`src/rtl/palette_lut_ram.sv`:
```
// Multi-bank runtime-writable colour palette with a 2-cycle lookup pipeline; self-loads a grey ramp after reset.
// Optional build macro PALETTE_FADE_EN adds a fade_lvl input that scales every channel at the output stage.
module palette_lut_ram #(
  parameter int IDX_W      = 4,
  parameter int CH_W       = 4,
  parameter int NUM_BANKS  = 4,
  parameter int TRANSP_IDX = 0,
  localparam int BANK_W    = (NUM_BANKS > 1) ? $clog2(NUM_BANKS) : 1
) (
  input  logic                Clk,
  input  logic                Reset,
  input  logic                pix_valid,
  input  logic [IDX_W-1:0]    pix_index,
  input  logic [BANK_W-1:0]   pix_bank,
  output logic [CH_W-1:0]     red,
  output logic [CH_W-1:0]     green,
  output logic [CH_W-1:0]     blue,
  output logic                out_valid,
  output logic                transparent,
  input  logic                wr_en,
  input  logic [BANK_W-1:0]   wr_bank,
  input  logic [IDX_W-1:0]    wr_addr,
  input  logic [3*CH_W-1:0]   wr_data,
`ifdef PALETTE_FADE_EN
  input  logic [CH_W-1:0]     fade_lvl,
`endif
  output logic                wr_ready,
  output logic                init_busy
);

  localparam int AW    = BANK_W + IDX_W;
  localparam int DEPTH = NUM_BANKS * (2 ** IDX_W);
  localparam int RGB_W = 3 * CH_W;
  localparam logic [AW-1:0]     LAST_ENTRY = AW'(DEPTH - 1);
  localparam logic [AW-1:0]     ONE_AW     = {{(AW-1){1'b0}}, 1'b1};
  localparam logic [BANK_W:0]   NB         = (BANK_W+1)'(NUM_BANKS);
  localparam logic [IDX_W-1:0]  TIDX       = IDX_W'(TRANSP_IDX);

  typedef enum logic [0:0] {ST_INIT = 1'b0, ST_RUN = 1'b1} state_t;

  state_t            state_r, state_s;
  logic [AW-1:0]     sweep_cnt_r;
  logic [RGB_W-1:0]  mem_r [0:DEPTH-1];
  logic              mem_we_s;
  logic [AW-1:0]     mem_addr_s;
  logic [RGB_W-1:0]  mem_data_s;
  logic              bank_ok_s;
  logic              s1_valid_r, s1_transp_r;
  logic [RGB_W-1:0]  s1_rgb_r;
  logic [CH_W-1:0]   red_s, green_s, blue_s;

  // Ramp value: the index left-aligned into a channel (top bits of {addr, zeros}).
  function automatic logic [CH_W-1:0] ramp_ch(input logic [IDX_W-1:0] addr);
    logic [IDX_W+CH_W-1:0] ext;
    ext = {addr, {CH_W{1'b0}}};
    return ext[IDX_W+CH_W-1 -: CH_W];
  endfunction

  // Sweep FSM next-state
  always_comb begin
    state_s = state_r;
    case (state_r)
      ST_INIT: begin
        if (sweep_cnt_r == LAST_ENTRY) state_s = ST_RUN;
        else                           state_s = ST_INIT;
      end
      ST_RUN:  state_s = ST_RUN;
      default: state_s = ST_INIT;
    endcase
  end

  // State, sweep counter and status flags
  always_ff @(posedge Clk) begin
    if (Reset) begin
      state_r     <= ST_INIT;
      sweep_cnt_r <= '0;
      init_busy   <= 1'b1;
      wr_ready    <= 1'b0;
    end else begin
      state_r <= state_s;
      if (state_r == ST_INIT) sweep_cnt_r <= sweep_cnt_r + ONE_AW;
      init_busy <= (state_s == ST_INIT);
      wr_ready  <= (state_s == ST_RUN);
    end
  end

  // Single RAM write port shared by the init sweep and runtime writes
  always_comb begin
    mem_we_s   = 1'b0;
    mem_addr_s = '0;
    mem_data_s = '0;
    if (Reset) begin
      mem_we_s = 1'b0;
    end else if (state_r == ST_INIT) begin
      mem_we_s   = 1'b1;
      mem_addr_s = sweep_cnt_r;
      mem_data_s = {3{ramp_ch(sweep_cnt_r[IDX_W-1:0])}};
    end else if (wr_en && wr_ready && ({1'b0, wr_bank} < NB)) begin
      mem_we_s   = 1'b1;
      mem_addr_s = {wr_bank, wr_addr};
      mem_data_s = wr_data;
    end else begin
      mem_we_s = 1'b0;
    end
  end

  // Palette storage (no reset; contents come from the sweep)
  always_ff @(posedge Clk) begin
    if (mem_we_s) mem_r[mem_addr_s] <= mem_data_s;
  end

  assign bank_ok_s = ({1'b0, pix_bank} < NB);

`ifdef PALETTE_FADE_EN
  logic [CH_W-1:0] s1_fade_r;

  function automatic logic [CH_W-1:0] fade_ch(input logic [CH_W-1:0] ch, input logic [CH_W-1:0] lvl);
    logic [2*CH_W-1:0] prod;
    prod = {{CH_W{1'b0}}, ch} * ({{CH_W{1'b0}}, lvl} + {{(2*CH_W-1){1'b0}}, 1'b1});
    return prod[2*CH_W-1:CH_W];
  endfunction

  // Fade level travels alongside stage 1
  always_ff @(posedge Clk) begin
    if (Reset) s1_fade_r <= '0;
    else       s1_fade_r <= fade_lvl;
  end

  assign red_s   = fade_ch(s1_rgb_r[3*CH_W-1 -: CH_W], s1_fade_r);
  assign green_s = fade_ch(s1_rgb_r[2*CH_W-1 -: CH_W], s1_fade_r);
  assign blue_s  = fade_ch(s1_rgb_r[CH_W-1:0], s1_fade_r);
`else
  assign red_s   = s1_rgb_r[3*CH_W-1 -: CH_W];
  assign green_s = s1_rgb_r[2*CH_W-1 -: CH_W];
  assign blue_s  = s1_rgb_r[CH_W-1:0];
`endif

  // Stage 1: read-first RAM read; a same-edge write is not visible here
  always_ff @(posedge Clk) begin
    if (Reset) begin
      s1_valid_r  <= 1'b0;
      s1_transp_r <= 1'b0;
      s1_rgb_r    <= '0;
    end else begin
      s1_valid_r  <= pix_valid && (state_r == ST_RUN);
      s1_transp_r <= !bank_ok_s || (pix_index == TIDX);
      s1_rgb_r    <= bank_ok_s ? mem_r[{pix_bank, pix_index}] : '0;
    end
  end

  // Stage 2: output registers; colours hold while no lookup completes
  always_ff @(posedge Clk) begin
    if (Reset) begin
      red         <= '0;
      green       <= '0;
      blue        <= '0;
      out_valid   <= 1'b0;
      transparent <= 1'b0;
    end else begin
      out_valid   <= s1_valid_r;
      transparent <= s1_valid_r && s1_transp_r;
      if (s1_valid_r) begin
        red   <= red_s;
        green <= green_s;
        blue  <= blue_s;
      end
    end
  end

endmodule

```
`config.mk`:
```
export PLATFORM = sky130hd
export DESIGN_NAME = palette_lut_ram
export DESIGN_NICKNAME = d
export VERILOG_FILES = /design/src/rtl/palette_lut_ram.sv
export SDC_FILE = /design/constraint.sdc
export NUM_CORES = 1
export LEC_CHECK = 0
export CELL_PAD_IN_SITES_DETAIL_PLACEMENT = 0
export CELL_PAD_IN_SITES_GLOBAL_PLACEMENT = 1
export CORE_ASPECT_RATIO = 1.25
export CORE_MARGIN = 2
export CORE_UTILIZATION = 50
export DETAILED_ROUTE_END_ITERATION = 8
export GPL_ROUTABILITY_DRIVEN = 0
export PLACE_DENSITY = 0.84
export SYNTH_ARGS = -nofsm -noshare
export SYNTH_HDL_FRONTEND = slang
export SYNTH_SLANG_ARGS = --single-unit
export TNS_END_PERCENT = 5
```
`constraint.sdc`:
```
create_clock -name Clk -period 4.2 [get_ports Clk]
set_input_delay 0.84 -clock Clk [delete_from_list [all_inputs] [get_ports Clk]]
set_output_delay 0.84 -clock Clk [all_outputs]
set_load 0.02 [all_outputs]
```
# ---- Word level (Yosys, flattened, before mapping)
# Memories as Yosys holds them, arrays and structs flattened. A register that Yosys moved wholly into a read port is not among the register bits.
# Index checks and enable logic that the tools add are counted.
dict set report classes {
  n_addsub 1
  n_eq_ne 1
  muxes 13
  bitwise 2
  n_reduce_logical 4
}
# operator n
set ops {}
lappend ops {{12-bit two-way mux} 3}
lappend ops {{6-bit two-way mux} 3}
lappend ops {{6-bit by 1-bit adder with 6-bit output, second input constant} 1}
lappend ops {{6-bit equality test, second input constant} 1}
lappend ops {{1-bit two-way mux} 6}
lappend ops {{4-bit zero test} 1}
lappend ops {{1-bit logical AND} 3}
lappend ops {{1-bit NOT} 2}
lappend ops {{1-bit case mux with 2 select lines} 1}
dict set report word_totals {
  regBits 24
  mem_bits_rw 768
  input_bits 28
  out_inout_bits 16
  word_cells 32
  memories 1
}
# name depth word_bits read_ports rd_clocked_by_memory_dff write_ports line_no
set memory_table {}
lappend memory_table {mem_r 64 12 1 1 1 43} ;# logic [RGB_W-1:0] mem_r [0:DEPTH-1];

# ---- Logic depth before layout (Yosys ltp)
# Gate-level depths: netlist of run 1.
dict set report depth {
  depth_word 6
  mapped_depth 10
  ltp_nobuf 6
}

# ---- Worst setup path before layout of run 1
# Ideal clock, no wire load.
dict set report synth_timing {
  path_kind {input port to flip-flop}
  start {input port wr_en}
  end {memory mem_r[0][10] in the netlist's numbering, data pin}
  setup_ns 0.548
  t_arrival_ns 3.243
  required_time_ns 3.652
  setup_slack_ns 0.410
  path_stages 5
  path_buffers 2
  path_cell_list {and2_1 > buf_2 > buf_1 > nand2_1 > a21oi_1}
}
dict set report synth_via {
  elab_chain_len 4
}
# item line_no
set synth_lines {}
lappend synth_lines {{start, declared} 20} ;# input logic wr_en,
lappend synth_lines {{1-bit logical AND} 98} ;# end else if (wr_en && wr_ready && ({1'b0, wr_bank} < NB)) begin
lappend synth_lines {{12-bit two-way mux} 98}
lappend synth_lines {{12-bit two-way mux} 94} ;# end else if (state_r == ST_INIT) begin
lappend synth_lines {{12-bit two-way mux} 92} ;# if (Reset) begin
lappend synth_lines {{named net mem_data_s[10]} 46} ;# logic [RGB_W-1:0] mem_data_s;
lappend synth_lines {{end, declared} 43}
# The timed path passes the listed nets, and every way through them passes these cells.

==> results of run 1 <==
final timing paths:
| check | end | slack (ns) |
|---|---|---|
| setup / recovery | s1_rgb_r[10] | 1.32 |
| hold / removal | transparent | 0.44 |
| setup reg to reg | mem_r[49][3] | 1.37 |
| hold reg to reg | transparent | 0.44 |
state kept, by name, indices dropped and copies added (netlist names), 4 cells and up:
signal and count:
blue 4, green 4, mem_r 768, red 4, s1_rgb_r 12, sweep_cnt_r 6
per-stage QoR:
| stage | std cells | util | hold slack, ns | worst slack [ns] | total power [mW] |
|---|---|---|---|---|---|
| floorplan | 1550 | - | 0.406 | 0.410 | 9.45 |
| global placement | 2482 | 0.542 | 0.413 | 0.847 | 9.78 |
| detailed placement | 2482 | 0.542 | 0.440 | 0.803 | 9.79 |
| CTS | 2612 | 0.581 | 0.454 | 1.36 | 16.3 |
| global route | 2612 | 0.581 | 0.467 | 1.16 | 16.7 |
| finish | 2612 | 0.581 | 0.444 | 1.32 | 16.3 |
cells in the mapped netlist, drive strengths merged (2+ instances only):
master / count
o31ai: 4
edfxtp: 768
o32ai: 4
a22oi: 17
a32o: 2
mux2: 19
and2: 3
a31o: 3
o21ai: 3
a22o: 10
buf: 63
mux4: 144
a211oi: 10
clkbuf: 24
nand2: 90
nand4: 2
inv: 4
a31oi: 3
a21o: 6
xor2: 2
mux2i: 92
nor3: 2
o221ai: 37
dfxtp: 36
a221o: 2
nand2b: 5
a21oi: 33
a2bb2oi: 2
nor2: 87
a211o: 4
or3: 4
nand3: 18
or3b: 2
and3b: 2
nor2b: 8
a221oi: 26
routing by layer:
metal  part of all wire  wire length [um]
met5                  0                 0
met4              0.049              3710
met3              0.099              7510
met2               0.49             36800
met1               0.36             27600
cell families after synthesis:
group,share of synthesized area
and+or+nand+nor,0.0313
DFF,0.764
AOI/OAI and AO/OA,0.0421
buffers and inverters,0.0188
adders and majority gates,0.000402
xor gates and xnor gates,0.000844
muxes,0.143
worst reg2reg max path, cell delays in order (launching register included):
cell     delay (ns)
dfxtp_1        0.64
and2_1         0.31
buf_4          0.21
a21oi_1        0.20
nor3_1         0.29
nand2_1        0.30
nor2_1         0.38
buf_4          0.22
report_power, final:
| group | internal (mW) | switching [mW] | leakage [nW] |
|---|---|---|---|
| clock | 3.80 | 2.85 | 1.16 |
| sequential | 8.78 | 0.0154 | 7.39 |
| combinational | 0.309 | 0.526 | 3.26 |
| total | 12.9 | 3.40 | 11.8 |
area by class of cell:
cell class	instances	share of cell area
clock buffers	85	0.0528
clock inverters	45	0.0133
inverters	5	0.000523
multi-input cells	654	0.193
flip-flops and latches	804	0.663
well taps	832	0.0290
repair buffers	187	0.0489
==> metrics.md, run 1 <==
| Metric | Value |
|---|---|
| Crit Path Max Fanout | `35` |
| Worst hold start | `s1_transp_r` |
| Worst path bufs/invs | `3` |
| Critical path's slowest cell | `mux4_2` |
| CP arrival | `3.35 ns` |
| M2 GR Usage | `0.382` |
| Fraction of registers with async set/reset | `0` |
| DIE AREA | `64300 um^2` |
| H-tree lvl count | `3` |
| Yosys top cell area share | `0.741` |
| Layout net count | `1753` |
| Die W | `227 um` |
| Setup TNS | `0 ns` |
| Tot GR Track Use | `0.239` |
| Post-Syn Area | `31100 um^2` |
| Post-synth EDFFs | `768` |
| Most common cell after layout, fill and taps aside | `edfxtp_1` |
| First-pass GRT wire length | `110000 um` |
| Area leader, netlist | `edfxtp_1` |
| Io pins | `44` |
| # hold bufs at CTS | `0` |
| Antenna cell count | `0` |
| Via Count | `16235` |
| Crit path max-delay family | `buffers and inverters` |
| CP endpoint kind | `flip-flop` |
| Initial antenna violation count | `0` |
| Post-synthesis cell type count | `55` |
| Dominant synthesized flop cell | `edfxtp_1` |
| Worst slew pin tran | `0.862 ns` |
| Max-cap viol count | `0` |
| Num CTS Buffers | `72` |
| Reg clk slew, reported paths | `0.06 ns` |
| Overflow after GRT | `0` |
| Commonest non-fill, non-tap cells in the layout | `edfxtp_1 (768), mux4_2 (131), buf_4 (124)` |
| Lkg Pwr | `11.8 nW` |
| Worst path depth | `7` |
| Placed Area | `33500 um^2` |
| Post-route cell area | `35900 um^2` |
| CTS tree | `yes` |
| Fillers | `4363` |
| FF-to-FF path depth | `7` |
| Via/cell ratio | `6.22` |
| Top Usage Layer GRT | `met2` |
| Average wire per standard cell | `28.9 um` |
| Register area share after synthesis | `0.764` |
| DR DRC count | `0` |
| Startpoint Class | `input port` |
| CTS max path bufs | `3` |
| VDD IR max | `251 uV` |
| Hold Path Cell Cnt | `1` |
| Top achievable clock speed | `347 MHz` |
| Setup violators final | `0` |
| Clock sinks | `804` |
| GR Layer Usage met1 | `0.321` |
| CP required | `4.67 ns` |
| Layout area overhead | `15.2%` |
| Fraction of layout cells with a size suffix above 1 | `0.243` |
| Core box area | `61800 um^2` |
| Worst skew pair latency | `0.61 ns` |
| Status | `finished clean` |
| Post-CTS Resized | `0` |
| Post-Synthesis Cells | `1550` |
| RSZ-0062 raised after global routing | `false` |
| Hold crit path type | `flip-flop to flip-flop` |
| Sequential standard cell area | `23800 um^2` |
| Crit-path cells | `buf_8 > buf_12 > buf_4 > mux4_2 > a21oi_1 > a211o_1 > o31ai_1` |
| Port Buffer Count | `43` |
| Hpwl dp | `47100 um` |
| Post-DRT Antenna Nets | `0` |
| Hold Violations, Final | `0` |
| PwrDens | `454 nW/um^2` |
| Met3 Resource Use GR | `0.0413` |
| Setup CP Type | `input port to flip-flop` |
| Synth warn | `0` |
| Slew HR | `0.424` |
| Vias in the first global route | `16259` |
| Final wirelength | `75600 um` |
| Synth top area cells | `edfxtp_1 (74%), mux4_2 (9.5%), mux2i_1 (3.0%), dfxtp_1 (2.3%), mux4_1 (1.1%)` |
| Layout Skew | `0.0233 ns` |
| Die H | `283 um` |
| Clk root buf | `clkbuf_16` |
| Syn nets | `1579` |
| Initial Util | `0.504` |
| Worst r2r src | `state_r` |
| Post-CTS setup buffer count | `0` |
| Area occupied by multi-input gates | `6910 um^2` |
| Syn_area_per_cell | `20.1 um^2` |
| Largest net degree at the start of global routing | `65` |
| Drt initial violations | `2279` |
| Start point of the critical path | `pix_index[0]` |
| Crit path time final | `2.88 ns` |
| Post-route clock period utilization | `0.687` |
| Number of synthesized register bits | `804` |
| Largest stage delay, worst path | `0.61 ns` |
| Slew Limit Fails | `0` |
| Placement row count | `102` |
| DRT Pass-1 Iters | `6` |
Power figures use the tool's default switching activity.
==> run 2, diff against run 1 <==
--- a/config.mk
+++ b/config.mk
@@ -12,7 +12,7 @@
 export CORE_UTILIZATION = 50
 export DETAILED_ROUTE_END_ITERATION = 8
 export GPL_ROUTABILITY_DRIVEN = 0
-export PLACE_DENSITY = 0.84
+export PLACE_DENSITY = 0.87
 export SYNTH_ARGS = -nofsm -noshare
 export SYNTH_HDL_FRONTEND = slang
 export SYNTH_SLANG_ARGS = --single-unit
==> constraint.sdc (replaced) <==
create_clock -name Clk -period 2.6 [get_ports Clk]
set_input_delay 0.52 -clock Clk [delete_from_list [all_inputs] [get_ports Clk]]
set_output_delay 0.52 -clock Clk [all_outputs]
set_load 0.02 [all_outputs]
==> metrics.md, run 2 (synthesized netlist as in run 1, its figures left out) <==
| Metric | Value |
|---|---|
| PwrDens | `702 nW/um^2 (+55%)` |
| Worst slew pin tran | `0.696 ns (-0.165 ns)` |
| Post-CTS Resized | `0 (unchanged)` |
| Vias in the first global route | `17038 (+4.8%)` |
| Lkg Pwr | `12.2 nW (+3.6%)` |
| VDD IR max | `522 uV (+110%)` |
| Placement Setup Slack | `-0.433 ns (-1.24 ns)` |
| Final worst slack | `0.0849 ns (-1.23 ns)` |
| Initial antenna violation count | `1 (+1)` |
| Most common cell after layout, fill and taps aside | `edfxtp_1` |
| Average wire per standard cell | `29.4 um (+1.8%)` |
| Placed Area | `34400 um^2 (+2.7%)` |
| Crit path max-delay family | `simple AND/OR/NAND/NOR gates` |
| Crit path time final | `2.52 ns` |
| Placement row count | `102 (unchanged)` |
| Top achievable clock speed | `398 MHz` |
| First-pass GRT wire length | `115000 um (+4.7%)` |
| Setup violators final | `0 (unchanged)` |
| Crit-path cells | `and2_1 > a21oi_1 > nor3_2 > nand2_1 > nor2_1 > buf_4` |
| Most flops, register | `mem_r` |
| Hold Violations, Final | `0 (unchanged)` |
| Layout net count | `1841 (+5.0%)` |
| Hold crit path type | `flip-flop to flip-flop` |
| CP required | `2.88 ns (-1.79 ns)` |
| DIE AREA | `64300 um^2 (unchanged)` |
| Commonest non-fill, non-tap cells in the layout | `edfxtp_1 (768), buf_4 (197), mux4_2 (131)` |
| Crit Path Max Fanout | `12 (-66%)` |
| Drt initial violations | `2247 (-1.4%)` |
| Num CTS Buffers | `70 (-2.8%)` |
| CP arrival | `2.80 ns (-0.55 ns)` |
| Worst path bufs/invs | `1 (-2)` |
| Io pins | `44 (unchanged)` |
| RSZ-0062 raised after global routing | `false` |
| Layout Skew | `0.0255 ns (+0.00220 ns)` |
| CP endpoint kind | `flip-flop` |
| Core box area | `61800 um^2 (unchanged)` |
| Hpwl dp | `50100 um (+6.3%)` |
| Via/cell ratio | `6.25 (+0.54%)` |
| Setup CP Type | `flip-flop to flip-flop` |
| Largest register FFs | `768 (unchanged)` |
| Post-CTS setup buffer count | `0 (unchanged)` |
| Via Count | `16872 (+3.9%)` |
| Slew HR | `0.535 (+0.111)` |
| Slew Limit Fails | `0 (unchanged)` |
| Biggest regs | `mem_r: 768 flops, s1_rgb_r: 12 flops, sweep_cnt_r: 6 flops` |
| DRT Pass-1 Iters | `6 (unchanged)` |
| Die W | `227 um (unchanged)` |
| Status | `finished clean` |
| Tot GR Track Use | `0.250 (+0.0109)` |
| Final Power | `25.7 mW (+58%)` |
| Antenna cell count | `0 (unchanged)` |
| Port Buffer Count | `43 (unchanged)` |
| Overflow after GRT | `0 (unchanged)` |
| Largest stage delay, worst path | `0.43 ns (-0.18 ns)` |
| Reg clk slew, reported paths | `0.06 ns (about the same)` |
| Initial Util | `0.504 (unchanged)` |
| Clock sinks | `804 (unchanged)` |
| Clk root buf | `clkbuf_16` |
| Fraction of layout cells with a size suffix above 1 | `0.277 (+0.0335)` |
| Final wirelength | `79500 um (+5.2%)` |
| CTS tree | `yes` |
| Setup TNS | `0 ns (unchanged)` |
| CTS max path bufs | `3 (unchanged)` |
| Post-DRT Antenna Nets | `0 (unchanged)` |
| Post-route clock period utilization | `0.967` |
| H-tree lvl count | `3 (unchanged)` |
| Post-route cell area | `36600 um^2 (+2.0%)` |
| DR DRC count | `0 (unchanged)` |
| Max-cap viol count | `0 (unchanged)` |
| Largest net degree at the start of global routing | `65 (unchanged)` |
| Worst skew pair latency | `0.60 ns (about the same)` |
| Critical path's slowest cell | `dfxtp_1` |
| Startpoint Class | `flip-flop` |
| Die H | `283 um (unchanged)` |
| # hold bufs at CTS | `0 (unchanged)` |
| Layout area overhead | `17.5%` |
[run 2: area by class of cell]
class                      instances  area [um^2]
sequential                       804        23800
multi-input combinational        654         6920
tap                              832         1040
inverter                           5         18.8
clock buffer                      86         1870
clock inverter                    42          313
fill                            4251        25200
timing repair buffer             277         2640
[run 2: report_power, final]
group	switching [mW]	internal (mW)	leakage (nW)
Combinational	0.893	0.604	3.78
Sequential	0.0282	14.2	7.39
Clock	4.52	5.46	1.07
[run 2: path summary, 6_finish.rpt]
kind / end / slack (ns) / depth (start not counted) / start
setup / recovery: mem_r[55][10] / 0.08 / 6 / state_r
hold reg to reg: transparent / 0.44 / 1 / s1_transp_r
setup reg to reg: mem_r[55][10] / 0.08 / 6 / state_r
hold / removal: transparent / 0.44 / 1 / s1_transp_r
[run 2: layer usage]
metal	vias up	global-route usage	part of all wire
met3	225	0.0419	0.10
met4	2	0.125	0.055
met5	-	0	0.00011
met2	1171	0.403	0.49
li1	6910	-	-
met1	8564	0.328	0.35
[run 2: metrics by stage]
step | hold WS [ns] | utilization | std cells
after detailed placement | 0.434 | 0.557 | 2572
after CTS | 0.447 | 0.592 | 2700
after global routing | 0.462 | 0.592 | 2700
after floorplan | 0.406 | - | 1550
after global placement | 0.414 | 0.557 | 2572
final | 0.442 | 0.592 | 2700
